## config.mk

```make
export PLATFORM = sky130hd
export DESIGN_NAME = run_extrema
export DESIGN_NICKNAME = d
export VERILOG_FILES = /design/src/rtl/run_extrema_pkg.sv /design/src/rtl/run_extrema_ucmp4.sv /design/src/rtl/run_extrema.sv
export SDC_FILE = /design/constraint.sdc
export NUM_CORES = 1
export LEC_CHECK = 0
export ABC_AREA = 1
export BUFFER_PORTS_ARGS = -buffer_cell sky130_fd_sc_hd__clkbuf_2
export CAP_MARGIN = 5
export CORE_MARGIN = 4
export CORE_UTILIZATION = 30
export DETAILED_ROUTE_END_ITERATION = 8
export PLACE_DENSITY = 0.59
export REMOVE_ABC_BUFFERS = 1
export SYNTH_ARGS = -nofsm -noshare
export SYNTH_HDL_FRONTEND = slang
export SYNTH_HIERARCHICAL = 1
export SYNTH_SLANG_ARGS = --single-unit
```

## constraint.sdc

```tcl
create_clock -name clk -period 2.72 [get_ports clk]
set_clock_uncertainty 0.1 [all_clocks]
set_input_delay 0.408 -clock clk [delete_from_list [all_inputs] [get_ports clk]]
set_output_delay 0.408 -clock clk [all_outputs]
set_load 0.02 [all_outputs]
```

## src/rtl/run_extrema_pkg.sv

```systemverilog
// Shared types for run_extrema: frame operation modes, FSM states, and the
// saturating step-count helper.
package run_extrema_pkg;

  // Operation applied to a frame, captured when the frame starts.
  typedef enum logic [1:0] {
    MODE_MAX  = 2'd0,
    MODE_MIN  = 2'd1,
    MODE_RISE = 2'd2,
    MODE_FALL = 2'd3
  } mode_e;

  // Frame-level control states.
  typedef enum logic [1:0] {
    ST_IDLE  = 2'd0,
    ST_ACCUM = 2'd1,
    ST_DONE  = 2'd2
  } state_e;

  // Ceiling of the 4-bit step counter.
  localparam logic [3:0] STEP_MAX = 4'd15;

  // Increment that sticks at STEP_MAX instead of wrapping.
  function automatic logic [3:0] sat_inc4(input logic [3:0] v);
    return (v == STEP_MAX) ? v : v + 4'd1;
  endfunction

endpackage

```

## src/rtl/run_extrema_ucmp4.sv

```systemverilog
// ucmp4: 4-bit unsigned magnitude compare, a against b.
module ucmp4 (
  input  logic [3:0] a_i,
  input  logic [3:0] b_i,
  output logic       gt_o,
  output logic       lt_o
);

  // Pure combinational compare; equality raises neither flag.
  always_comb begin
    gt_o = (a_i > b_i);
    lt_o = (a_i < b_i);
  end

endmodule

```

## src/rtl/run_extrema.sv

```systemverilog
// run_extrema: collects FRAME_LEN samples per frame and reports the max/min
// value with its first index, or the count of rising/falling steps.
// Optional feature: define RUN_EXTREMA_ABORT_EN to add an abort input that
// cancels a running or completed-but-unread frame.
module run_extrema
  import run_extrema_pkg::*;
#(
  parameter int FRAME_LEN = 8,
  parameter int WIDTH     = 4
) (
  input  logic             clk,
  input  logic             rst,
  input  logic             start,
  input  logic [1:0]       mode,
  input  logic             in_valid,
  input  logic [WIDTH-1:0] in_data,
  output logic             in_ready,
  output logic             out_valid,
  input  logic             out_ready,
  output logic [WIDTH-1:0] out_data,
  output logic [3:0]       out_idx,
  output logic             busy
`ifdef RUN_EXTREMA_ABORT_EN
  ,
  input  logic             abort
`endif
);

  localparam logic [3:0] LAST_IDX = 4'(FRAME_LEN - 1);

  state_e     state_q, state_d;
  mode_e      mode_q, mode_d;
  logic [3:0] cnt_q, cnt_d;
  logic [3:0] acc_q, acc_d;       // running extremum, or previous sample in step modes
  logic [3:0] idx_q, idx_d;       // index of the current extremum candidate
  logic [3:0] step_q, step_d;
  logic [3:0] res_data_q, res_data_d;
  logic [3:0] res_idx_q, res_idx_d;

  logic abort_w;
  logic xfer;
  logic last;
  logic first;
  logic gt;
  logic lt;
  logic is_extremum;

`ifdef RUN_EXTREMA_ABORT_EN
  assign abort_w = abort;
`else
  assign abort_w = 1'b0;
`endif

  assign xfer        = in_valid & in_ready;
  assign last        = (cnt_q == LAST_IDX);
  assign first       = (cnt_q == 4'd0);
  assign is_extremum = ~mode_q[1];

  // One comparator serves every mode: sample against accumulator/previous.
  ucmp4 u_cmp (
    .a_i  (in_data),
    .b_i  (acc_q),
    .gt_o (gt),
    .lt_o (lt)
  );

  // State register; reset discards any partial or pending frame at once.
  always_ff @(posedge clk or posedge rst) begin
    if (rst) state_q <= ST_IDLE;
    else     state_q <= state_d;
  end

  // Next-state and handshake outputs; abort outranks transfer and handshake.
  always_comb begin
    state_d   = state_q;
    in_ready  = 1'b0;
    out_valid = 1'b0;
    busy      = (state_q != ST_IDLE);
    case (state_q)
      ST_IDLE: begin
        if (start) state_d = ST_ACCUM;
      end
      ST_ACCUM: begin
        in_ready = ~abort_w;
        if (abort_w)          state_d = ST_IDLE;
        else if (xfer && last) state_d = ST_DONE;
      end
      ST_DONE: begin
        out_valid = ~abort_w;
        if (abort_w || out_ready) state_d = ST_IDLE;
      end
      default: state_d = ST_IDLE;
    endcase
  end

  // Datapath next-state: mode capture, per-sample update, result capture.
  always_comb begin
    mode_d     = mode_q;
    cnt_d      = cnt_q;
    acc_d      = acc_q;
    idx_d      = idx_q;
    step_d     = step_q;
    res_data_d = res_data_q;
    res_idx_d  = res_idx_q;

    if (state_q == ST_IDLE && start) begin
      mode_d = mode_e'(mode);
      cnt_d  = 4'd0;
    end

    if (xfer) begin
      cnt_d = last ? 4'd0 : cnt_q + 4'd1;
      case (mode_q)
        MODE_MAX, MODE_MIN: begin
          // Strict compare keeps the earliest index on ties.
          if (first || (mode_q == MODE_MAX && gt) || (mode_q == MODE_MIN && lt)) begin
            acc_d = in_data;
            idx_d = cnt_q;
          end
        end
        default: begin
          if (first) step_d = 4'd0;
          else if ((mode_q == MODE_RISE && gt) || (mode_q == MODE_FALL && lt))
            step_d = sat_inc4(step_q);
          acc_d = in_data;
        end
      endcase
      // Latch the result on the final sample so it appears one cycle later.
      if (last) begin
        res_data_d = is_extremum ? acc_d : step_d;
        res_idx_d  = is_extremum ? idx_d : 4'd0;
      end
    end
  end

  // Datapath registers.
  always_ff @(posedge clk or posedge rst) begin
    if (rst) begin
      mode_q     <= MODE_MAX;
      cnt_q      <= 4'd0;
      acc_q      <= 4'd0;
      idx_q      <= 4'd0;
      step_q     <= 4'd0;
      res_data_q <= 4'd0;
      res_idx_q  <= 4'd0;
    end else begin
      mode_q     <= mode_d;
      cnt_q      <= cnt_d;
      acc_q      <= acc_d;
      idx_q      <= idx_d;
      step_q     <= step_d;
      res_data_q <= res_data_d;
      res_idx_q  <= res_idx_d;
    end
  end

  assign out_data = res_data_q;
  assign out_idx  = res_idx_q;

endmodule

```

**After elaboration in Yosys (flattened, before gate mapping)**

Index checks and enable logic that the tools add are counted.
Widths: inputs -> output; s select.

- $lt $le $gt $ge: 2
- Reduce and logical (&&, ||, !) cells: 17
- Equality and inequality tests: 10
- Multiply operators: 0
- Shift-type cells: 0
- $add $sub $neg: 2
- Div/mod/pow operators: 0
- Muxes and demuxes: 19
- Bitwise logic cells: 1

Operators by type and width:

| kind | count |
|---|---|
| $mux 4 | 13 |
| $add 4x1->4 const B | 2 |
| $eq 2x2->1 const B | 3 |
| $logic_and 1x1->1 | 6 |
| $mux 2 | 3 |
| $ne 2x2->1 const B | 3 |
| $pmux 2 s3 | 1 |
| $eq 2x1->1 const B | 2 |
| $eq 4x3->1 const B | 1 |
| $eq 4x4->1 const B | 1 |
| $gt 4x4->1 | 1 |
| $logic_not 2->1 | 2 |
| $logic_not 4->1 | 1 |
| $lt 4x4->1 | 1 |
| $reduce_bool 2->1 | 2 |
| $logic_or 1x1->1 | 3 |
| $reduce_and 3->1 | 1 |
| $mux 1 | 2 |
| $reduce_and 2->1 | 1 |
| $reduce_or 2->1 | 1 |
| $and 1x1->1 | 1 |

- Output and inout port bits: 11
- Word-level logic and storage cells: 59
- Bits in registers: 28
- Memory bits (writable): 0
- Bits in latches: 0
- Input port bits: 11
- Memories kept: 0
- Memory bits (read-only): 0

**Logic depth before layout (Yosys ltp)**

Gate-level depths: netlist (run 1).

- Word-level depth: 7
- Gate-level depth with buffers: 14

**Hierarchy**

The synthesis (run 1) kept the hierarchy.

By module, submodules not included:

| module | cells each | seq. area each (um^2) | area an instance (um^2) | instances |
|---|---|---|---|---|
| run_extrema | 200 | 700.7 | 1550.2 | 1 |
| ucmp4 | 20 | 0.0 | 115.1 | 1 |

**Worst setup path before layout (run 1)**

Ideal clock, no wire load.

- Path kind: input-to-reg
- From: in in_data[3]
- To: reg res_data_q[3], in the netlist out_data[3]
- Setup time: 0.124 ns
- Setup slack: 0.862 ns
- Data arrival time: 1.633 ns
- Buffers on the path: 0
- Stages: 12
- Cell sequence: ha_1 -> nand2_1 -> inv_1 -> nand2_1 -> a21oi_1 -> nand3_1 -> nand2_1 -> nand2_1 -> inv_1 -> nand2_1 -> nand3b_1 -> nand3_1

- Word-level cells in the longest chain between the ends: 7
- Elaborated cells on any way between the ends: 15

Ends and longest elaborated chain:

| item | RTL line | text |
|---|---|---|
| from (decl) | run_extrema.sv:16 | `input logic [WIDTH-1:0] in_data,` |
| $gt 4x4->1 * | run_extrema_ucmp4.sv:11 | `gt_o = (a_i > b_i);` |
| net gt | run_extrema.sv:44 | `logic gt;` |
| $logic_and 1x1->1, on equally long branches | run_extrema.sv:123, run_extrema.sv:116 |  |
| $logic_or 1x1->1, on equally long branches | run_extrema.sv:123, run_extrema.sv:116 |  |
| $mux 4 or $logic_or 1x1->1 (tied branches) | run_extrema.sv:123, run_extrema.sv:116 |  |
| $mux 4, on equally long branches | run_extrema.sv:122, run_extrema.sv:116 |  |
| $mux 4 | run_extrema.sv:113 | `case (mode_q)` |
| $mux 4 * | run_extrema.sv:130 | `res_data_d = is_extremum ? acc_d : step_d;` |
| to (signal assigned) | run_extrema.sv:152 | `res_data_q <= res_data_d;` |
| to (decl) | run_extrema.sv:37 | `logic [3:0] res_data_q, res_data_d;` |

The timed path passes the listed nets; every way through them passes the cells marked *.
A chain may end at the register's enable or synchronous reset.

**Worst setup path in the final report (run 1)**

- From: reg acc_q[3]
- To: reg res_data_q[3], in the netlist out_data[3]

- Word-level cells in the longest chain between the ends: 7
- Elaborated cells on any way between the ends: 15

Ends and longest elaborated chain:

| item | RTL line | text |
|---|---|---|
| from (decl) | run_extrema.sv:34 | `logic [3:0] acc_q, acc_d;` |
| from (signal assigned) | run_extrema.sv:141 | `acc_q <= 4'd0;` |
| from (signal assigned) | run_extrema.sv:149 | `acc_q <= acc_d;` |
| $gt 4x4->1 * | run_extrema_ucmp4.sv:11 |  |
| net gt | run_extrema.sv:44 |  |
| $logic_and 1x1->1, on equally long branches | run_extrema.sv:123, run_extrema.sv:116 |  |
| $logic_or 1x1->1, on equally long branches | run_extrema.sv:123, run_extrema.sv:116 |  |
| $mux 4 or $logic_or 1x1->1 (tied branches) | run_extrema.sv:123, run_extrema.sv:116 |  |
| $mux 4, on equally long branches | run_extrema.sv:122, run_extrema.sv:116 |  |
| $mux 4 | run_extrema.sv:113 |  |
| $mux 4 * | run_extrema.sv:130 |  |

Marks and branches as above.

==> flow_summary.json, run 1 <==
{
  "status": "finished clean",
  "worst_pin_slew_ns": 0.4599,
  "post_cts_buffers": 0,
  "dpl.hpwl_mm": 2.691,
  "layout.area.seq_um2": 700.7,
  "multi_input_area_um2": 803.3,
  "finalCritPeriodShare": 0.7570,
  "fillers": 550,
  "nets": 262,
  "leakagePower_nw": 1.034,
  "via_per_inst": 4.744,
  "slew_violations": 0,
  "insertedDiodeCount": 0,
  "die_w_um": 82.51,
  "area_growth_pct": 15.40,
  "route.vias.total": 1485,
  "fin_crit_ns": 2.059,
  "fin_util": 0.3669,
  "whs_ns": 0.05524,
  "placed_area_um2": 1851,
  "layout-drive-gt1-share": 0.1646,
  "antenna_found_initial": 0,
  "startpoint_type": "register",
  "rsz0062_at_grt": "no",
  "ant_nets": 0,
  "finalInstanceArea_um2": 1922,
  "wl_per_cell_um": 11.26,
  "grt.overflow.total": 0,
  "synth_area_per_cell_um2": 7.570,
  "place_congestion": 0.8104,
  "clk_path_buf_depth": 2,
  "critPathCaptureType": "register",
  "start_util": 0.3180,
  "grt_pass1_wl_mm": 6.782,
  "cts_resized": 0,
  "critPathRequiredTime_ns": 2.78,
  "synth_area_um2": 1665,
  "clock_sinks": 28,
  "numCtsBuffers": 3,
  "ys.warnings.count": 6,
  "synth_seq_cells": 28,
  "synthCells": 220,
  "clock_latency_ns": 0.28,
  "yosysSeqAreaShare": 0.4207,
  "dieHeight_um": 82.51,
  "grt_pass1_vias": 1506,
  "drt-total-wl_mm": 3.525,
  "max_cap_violations": 0,
  "cts_htree_levels": 1,
  "finalHoldViolations": 0,
  "crit_fanout": 4,
  "grt_usage": 0.1271,
  "clk_pin_slew_ns": 0.10,
  "dr.pass1.iters": 4,
  "dieArea_um2": 6807,
  "slew-limit-headroom": 0.6926,
  "power_density_nw_per_um2": 1067,
  "finalSetupTns_ns": 0,
  "cts_tree": "yes",
  "min_path_type": "in2async",
  "drtIter0Drc": 113,
  "clockRootBuffer": "clkbuf_8",
  "synth_cell_types": 23,
  "port_buffers": 21,
  "setup_viol_count_final": 0,
  "fmax_ghz": 0.4857,
  "rows": 26,
  "arrival_ns": 2.12,
  "core_area_um2": 5238,
  "ios": 22,
  "crit_type": "reg2reg",
  "remaining_drc_errors": 0,
  "ir_drop_uv": 404.6,
  "grt_max_degree": 29,
  "postCtsHoldBufs": 0
}
==> power breakdown <==
group	internal (mW)	switching, mW
sequential	0.580	0.133
clock	0.197	0.132
combinational	0.343	0.665
==> worst max-delay path, cell delays in order (launching register included) <==
cell and delay, ns:
dfrtp_1 0.37, inv_1 0.05, ha_1 0.28, nand2_1 0.07
inv_1 0.05, nand2_1 0.05, a21oi_1 0.27, nand3_1 0.20
nand2_1 0.14, nand2_1 0.08, inv_1 0.07, nand2_1 0.07
nand3b_1 0.09, nand3_1 0.07
==> cells in the mapped netlist, drive strengths merged <==
| master | n | area [um2] |
|---|---|---|
| a21oi | 4 | 20.02 |
| and2 | 1 | 6.260 |
| buf | 4 | 22.52 |
| dfrtp | 28 | 700.7 |
| ha | 7 | 87.58 |
| inv | 37 | 138.9 |
| nand2 | 60 | 230.2 |
| nand3 | 39 | 215.2 |
| nand3b | 2 | 15.01 |
| nand4 | 9 | 56.30 |
| nor2 | 11 | 66.32 |
| o21ai | 12 | 60.06 |
| o22ai | 2 | 12.51 |
| o31ai | 1 | 7.510 |
| xnor2 | 1 | 8.760 |
| xor2 | 2 | 17.52 |
==> layout make-up <==
class | count | share of cell area
sequential | 28 | 0.3646
inverter | 37 | 0.07227
multi-input combinational | 151 | 0.4180
clock inverter | 1 | 0.01563
timing repair buffer | 23 | 0.06250
tap | 70 | 0.04557
clock buffer | 3 | 0.02148
==> per-stage QoR <==
| stage | instances | power, mW | worst slack [ns] |
|---|---|---|---|
| floorplan | 216 | 1.487 | 0.8619 |
| global placement | 309 | 1.720 | 0.5728 |
| detailed placement | 309 | 1.738 | 0.5208 |
| CTS | 313 | 2.073 | 0.6289 |
| global route | 313 | 2.303 | 0.3743 |
| finish | 313 | 2.052 | 0.6609 |
==> metal layers <==
layer,part of all wire,track usage
met1,0.47,0.1715
met2,0.47,0.2067
met3,0.048,0.02386
met4,0.014,0.03758
met5,0,0
==> state kept, by name (all words and copies together) (netlist names) <==
register and count:
acc_q 4, idx_q 4, out_data 4, out_idx 4, cnt_q 4, step_q 4
state_q 2, mode_q 2
==> cells by family (layout without fill, tap and decap cells) <==
logic type      Yosys count  in the layout  share of synthesized area
flops                    28             28                     0.4207
compound gates           19             19                    0.06011
fa+ha+maj                 7              7                    0.05259
simple gates            122            122                     0.3539
xor+xnor                  3              3                    0.01578
buf+inv                  41             64                    0.09692
==> worst paths after layout <==
path                            start           to  slack (ns)  depth (start not counted)
setup / recovery             acc_q[3]  out_data[3]        0.66                         13
hold / removal                    rst    mode_q[1]        0.06                          3
setup reg to reg             acc_q[3]  out_data[3]        0.66                         13
hold reg to reg            out_idx[0]   out_idx[0]        0.39                          2
max in group asynchronous         rst  out_data[2]        2.20                          3
min in group clk            out_ready   state_q[1]        0.20                          2
==> cell usage in the layout, fill, tap and decap left out, drive strengths merged <==
cell    netlist  layout
nand2        60      60
nand3        39      39
inv          37      37
dfrtp        28      28
clkbuf        0      24
o21ai        12      12
nor2         11      11
nand4         9       9
ha            7       7
a21oi         4       4
nand3b        2       2
xor2          2       2
o22ai         2       2
buf           4       2
xnor2         1       1
o31ai         1       1
bufinv        0       1
and2          1       1
(Power assumes the default switching activity.)
==> inputs of run 2 (changes only) <==
ABC_AREA = 0   (was 1)
clock period = 2.1 ns   (was 2.72 ns; I/O delays follow)
==> run 2 against run 1 <==
The run now ends with setup timing left. Cell count is 15% lower. Combinational power is 86% higher. Clock power is 2% higher. Synthesized cell count is 32% lower. Largest power group unchanged. Sequential share of layout area is 2.7 points lower.
==> flow_summary.json, run 2 <==
{
  "dpl.hpwl_mm": 2.636,
  "cts_htree_levels": 1,
  "drtIter0Drc": 68,
  "core_area_um2": 5140,
  "muxShareOfSynthArea": 0.1292,
  "dp_slack_ns": -0.2141,
  "clock_sinks": 28,
  "dr.pass1.iters": 4,
  "wl_per_cell_um": 13.04,
  "finalHoldViolations": 0,
  "synth_area_leaders": "dfrtp_1 44%, mux2_2 7.8%, ha_1 5.5%",
  "placed_area_um2": 1934,
  "synth-adder-area-share": 0.05482,
  "power_density_nw_per_um2": 1491,
  "dieArea_um2": 6558,
  "fmax_ghz": 0.4542,
  "yosysMostFrequentCell": "dfrtp_1",
  "nets": 215,
  "synthArstFlopShare": 1.000,
  "grt.overflow.total": 0,
  "layout-drive-gt1-share": 0.4184,
  "layout.cells.most_common_list": "28 x dfrtp_1, 23 x buf_4, 21 x clkbuf_2",
  "synth_cell_types": 47,
  "antenna_found_initial": 0,
  "route.vias.total": 1308,
  "layout_commonest_cell": "dfrtp_1",
  "worst_pin_slew_ns": 0.5372,
  "critPathRequiredTime_ns": 2.17,
  "port_buffers": 21,
  "synth.cells.most_frequent": "28 x dfrtp_1, 14 x nand2_1, 11 x mux2_2",
  "finalCritPeriodShare": 1.048,
  "synth_top_area_share": 0.4385,
  "grt_pass1_wl_mm": 5.947,
  "layoutNonFillerInstCount": 266,
  "rows": 26,
  "ant_nets": 0,
  "ios": 22,
  "synth_top_family_by_area": "simple AND/OR/NAND/NOR gates",
  "synthSimpleGateAreaFrac": 0.1731,
  "place_congestion": 0.8196,
  "critPathCaptureType": "register",
  "crit_fanout": 5,
  "slew_violations": 0,
  "startpoint_type": "register",
  "finalInstanceArea_um2": 2074,
  "synth-edff-count": 0,
  "fin_util": 0.4036,
  "remaining_drc_errors": 0,
  "synth_top_area_cell": "dfrtp_1",
  "dp.cells": 259,
  "clk_pin_slew_ns": 0.09,
  "insertedDiodeCount": 0,
  "clockRootBuffer": "clkbuf_8",
  "final.setup.worst_slack_ns": -0.1017,
  "die_w_um": 80.98,
  "synth_area_um2": 1598,
  "clock_latency_ns": 0.28,
  "max_cap_violations": 0,
  "fin_crit_ns": 2.202,
  "synth_seq_cells": 28,
  "ys.warnings.count": 6,
  "grt_usage": 0.1147,
  "numCtsBuffers": 3,
  "crit_type": "reg2reg",
  "synth-compound-area-share": 0.1644,
  "cts_tree": "yes",
  "start_util": 0.3109,
  "slew-limit-headroom": 0.6411,
  "leakagePower_nw": 0.9825,
  "ir_drop_uv": 752.2,
  "setup_viol_count_final": 13,
  "yosysSeqAreaShare": 0.4385,
  "grt_pass1_vias": 1256,
  "area_growth_pct": 29.84,
  "grt_max_degree": 29,
  "via_per_inst": 4.917,
  "arrival_ns": 2.27,
  "clk_path_buf_depth": 2,
  "synth-xor-area-share": 0,
  "synth_area_per_cell_um2": 10.65,
  "status": "complete, but fails checks",
  "drt-total-wl_mm": 3.468,
  "dieHeight_um": 80.98,
  "violations": "setup timing",
  "min_path_type": "in2reg",
  "ys.flop_type": "dfrtp_1",
  "synthCells": 150,
  "rsz0062_at_grt": "yes"
}
==> run 2: cell types whose count changed in the layout (fill, tap and decap cells not counted), moves of 4 or more <==
cell / delta
nand3_1: -34
nand2_1: -45
inv_1: -28
nand4_1: -7
mux2_2: +9
buf_4: +21
a21oi_1: +6
mux2_4: +4
nand3_2: -4
==> run 2: final cells by class <==
cell class	count	area, um2
clock buffer	4	55.05
fill	533	3065
inverter	8	30.03
multi-input combinational	110	893.4
sequential	28	700.7
tap	70	87.58
timing repair buffer	46	307.8
==> run 2: critical path: stages (launching register included) <==
cell and delay, ns:
dfrtp_1 0.40, inv_2 0.07, ha_4 0.19, a21oi_1 0.27, a2bb2oi_2 0.12, mux2i_4 0.23, nand2_4 0.11, mux2_4 0.31
a221o_1 0.28
==> run 2: power breakdown <==
| group | internal (mW) | leakage, nW | switching (mW) |
|---|---|---|---|
| registers | 0.725 | 0.361 | 0.150 |
| clock network | 0.168 | 0.0288 | 0.167 |
| logic | 0.982 | 0.593 | 0.900 |
| total | 1.88 | 0.982 | 1.22 |
==> run 2: repair_timing <==
action                                  4_1_cts  5_1_grt
buffers inserted                              2        0
endpoints found under the setup margin       19       19
hold endpoints to repair                     28        0
hold buffers                                  1        0
resized for setup                            13        2
pin swaps                                     7        1
==> run 2: logic make-up after synthesis <==
group / count (synthesis)
DFF: 28
AOI/OAI and AO/OA: 38
adders and majority gates: 7
and+or+nand+nor: 48
buffers and inverters: 12
muxes: 17
==> run 2: worst paths after layout <==
kind                            start          end  slack, ns  cells after the start
max in group asynchronous         rst     idx_q[3]       1.12                      4
setup / recovery             acc_q[3]  out_data[3]      -0.10                      8
setup reg to reg             acc_q[3]  out_data[3]      -0.10                      8
hold reg to reg            out_idx[0]   out_idx[0]       0.39                      2
hold / removal              out_ready   state_q[1]       0.09                      2
min in group asynchronous         rst    mode_q[0]       0.52                      4
==> run 2: layer usage <==
metal | GRT usage | vias up | part of all wire
li1 | - | 645 | -
met4 | 0.01520 | 0 | 0.0052
met5 | 0 | - | 0
met3 | 0.02550 | 2 | 0.047
met1 | 0.1706 | 630 | 0.51
met2 | 0.1741 | 31 | 0.44
==> run 2: metrics by stage <==
| step | power [mW] | TNS, ns | hold slack [ns] |
|---|---|---|---|
| finish | 3.092 | -0.8433 | 0.09438 |
| global placement | 2.578 | -1.906 | 0.2845 |
| CTS | 3.092 | -0.6382 | 0.08547 |
| floorplan | 1.933 | -0.2661 | 0.2804 |
| global route | 3.312 | -2.168 | 0.09888 |
| detailed placement | 2.584 | -2.678 | 0.2843 |
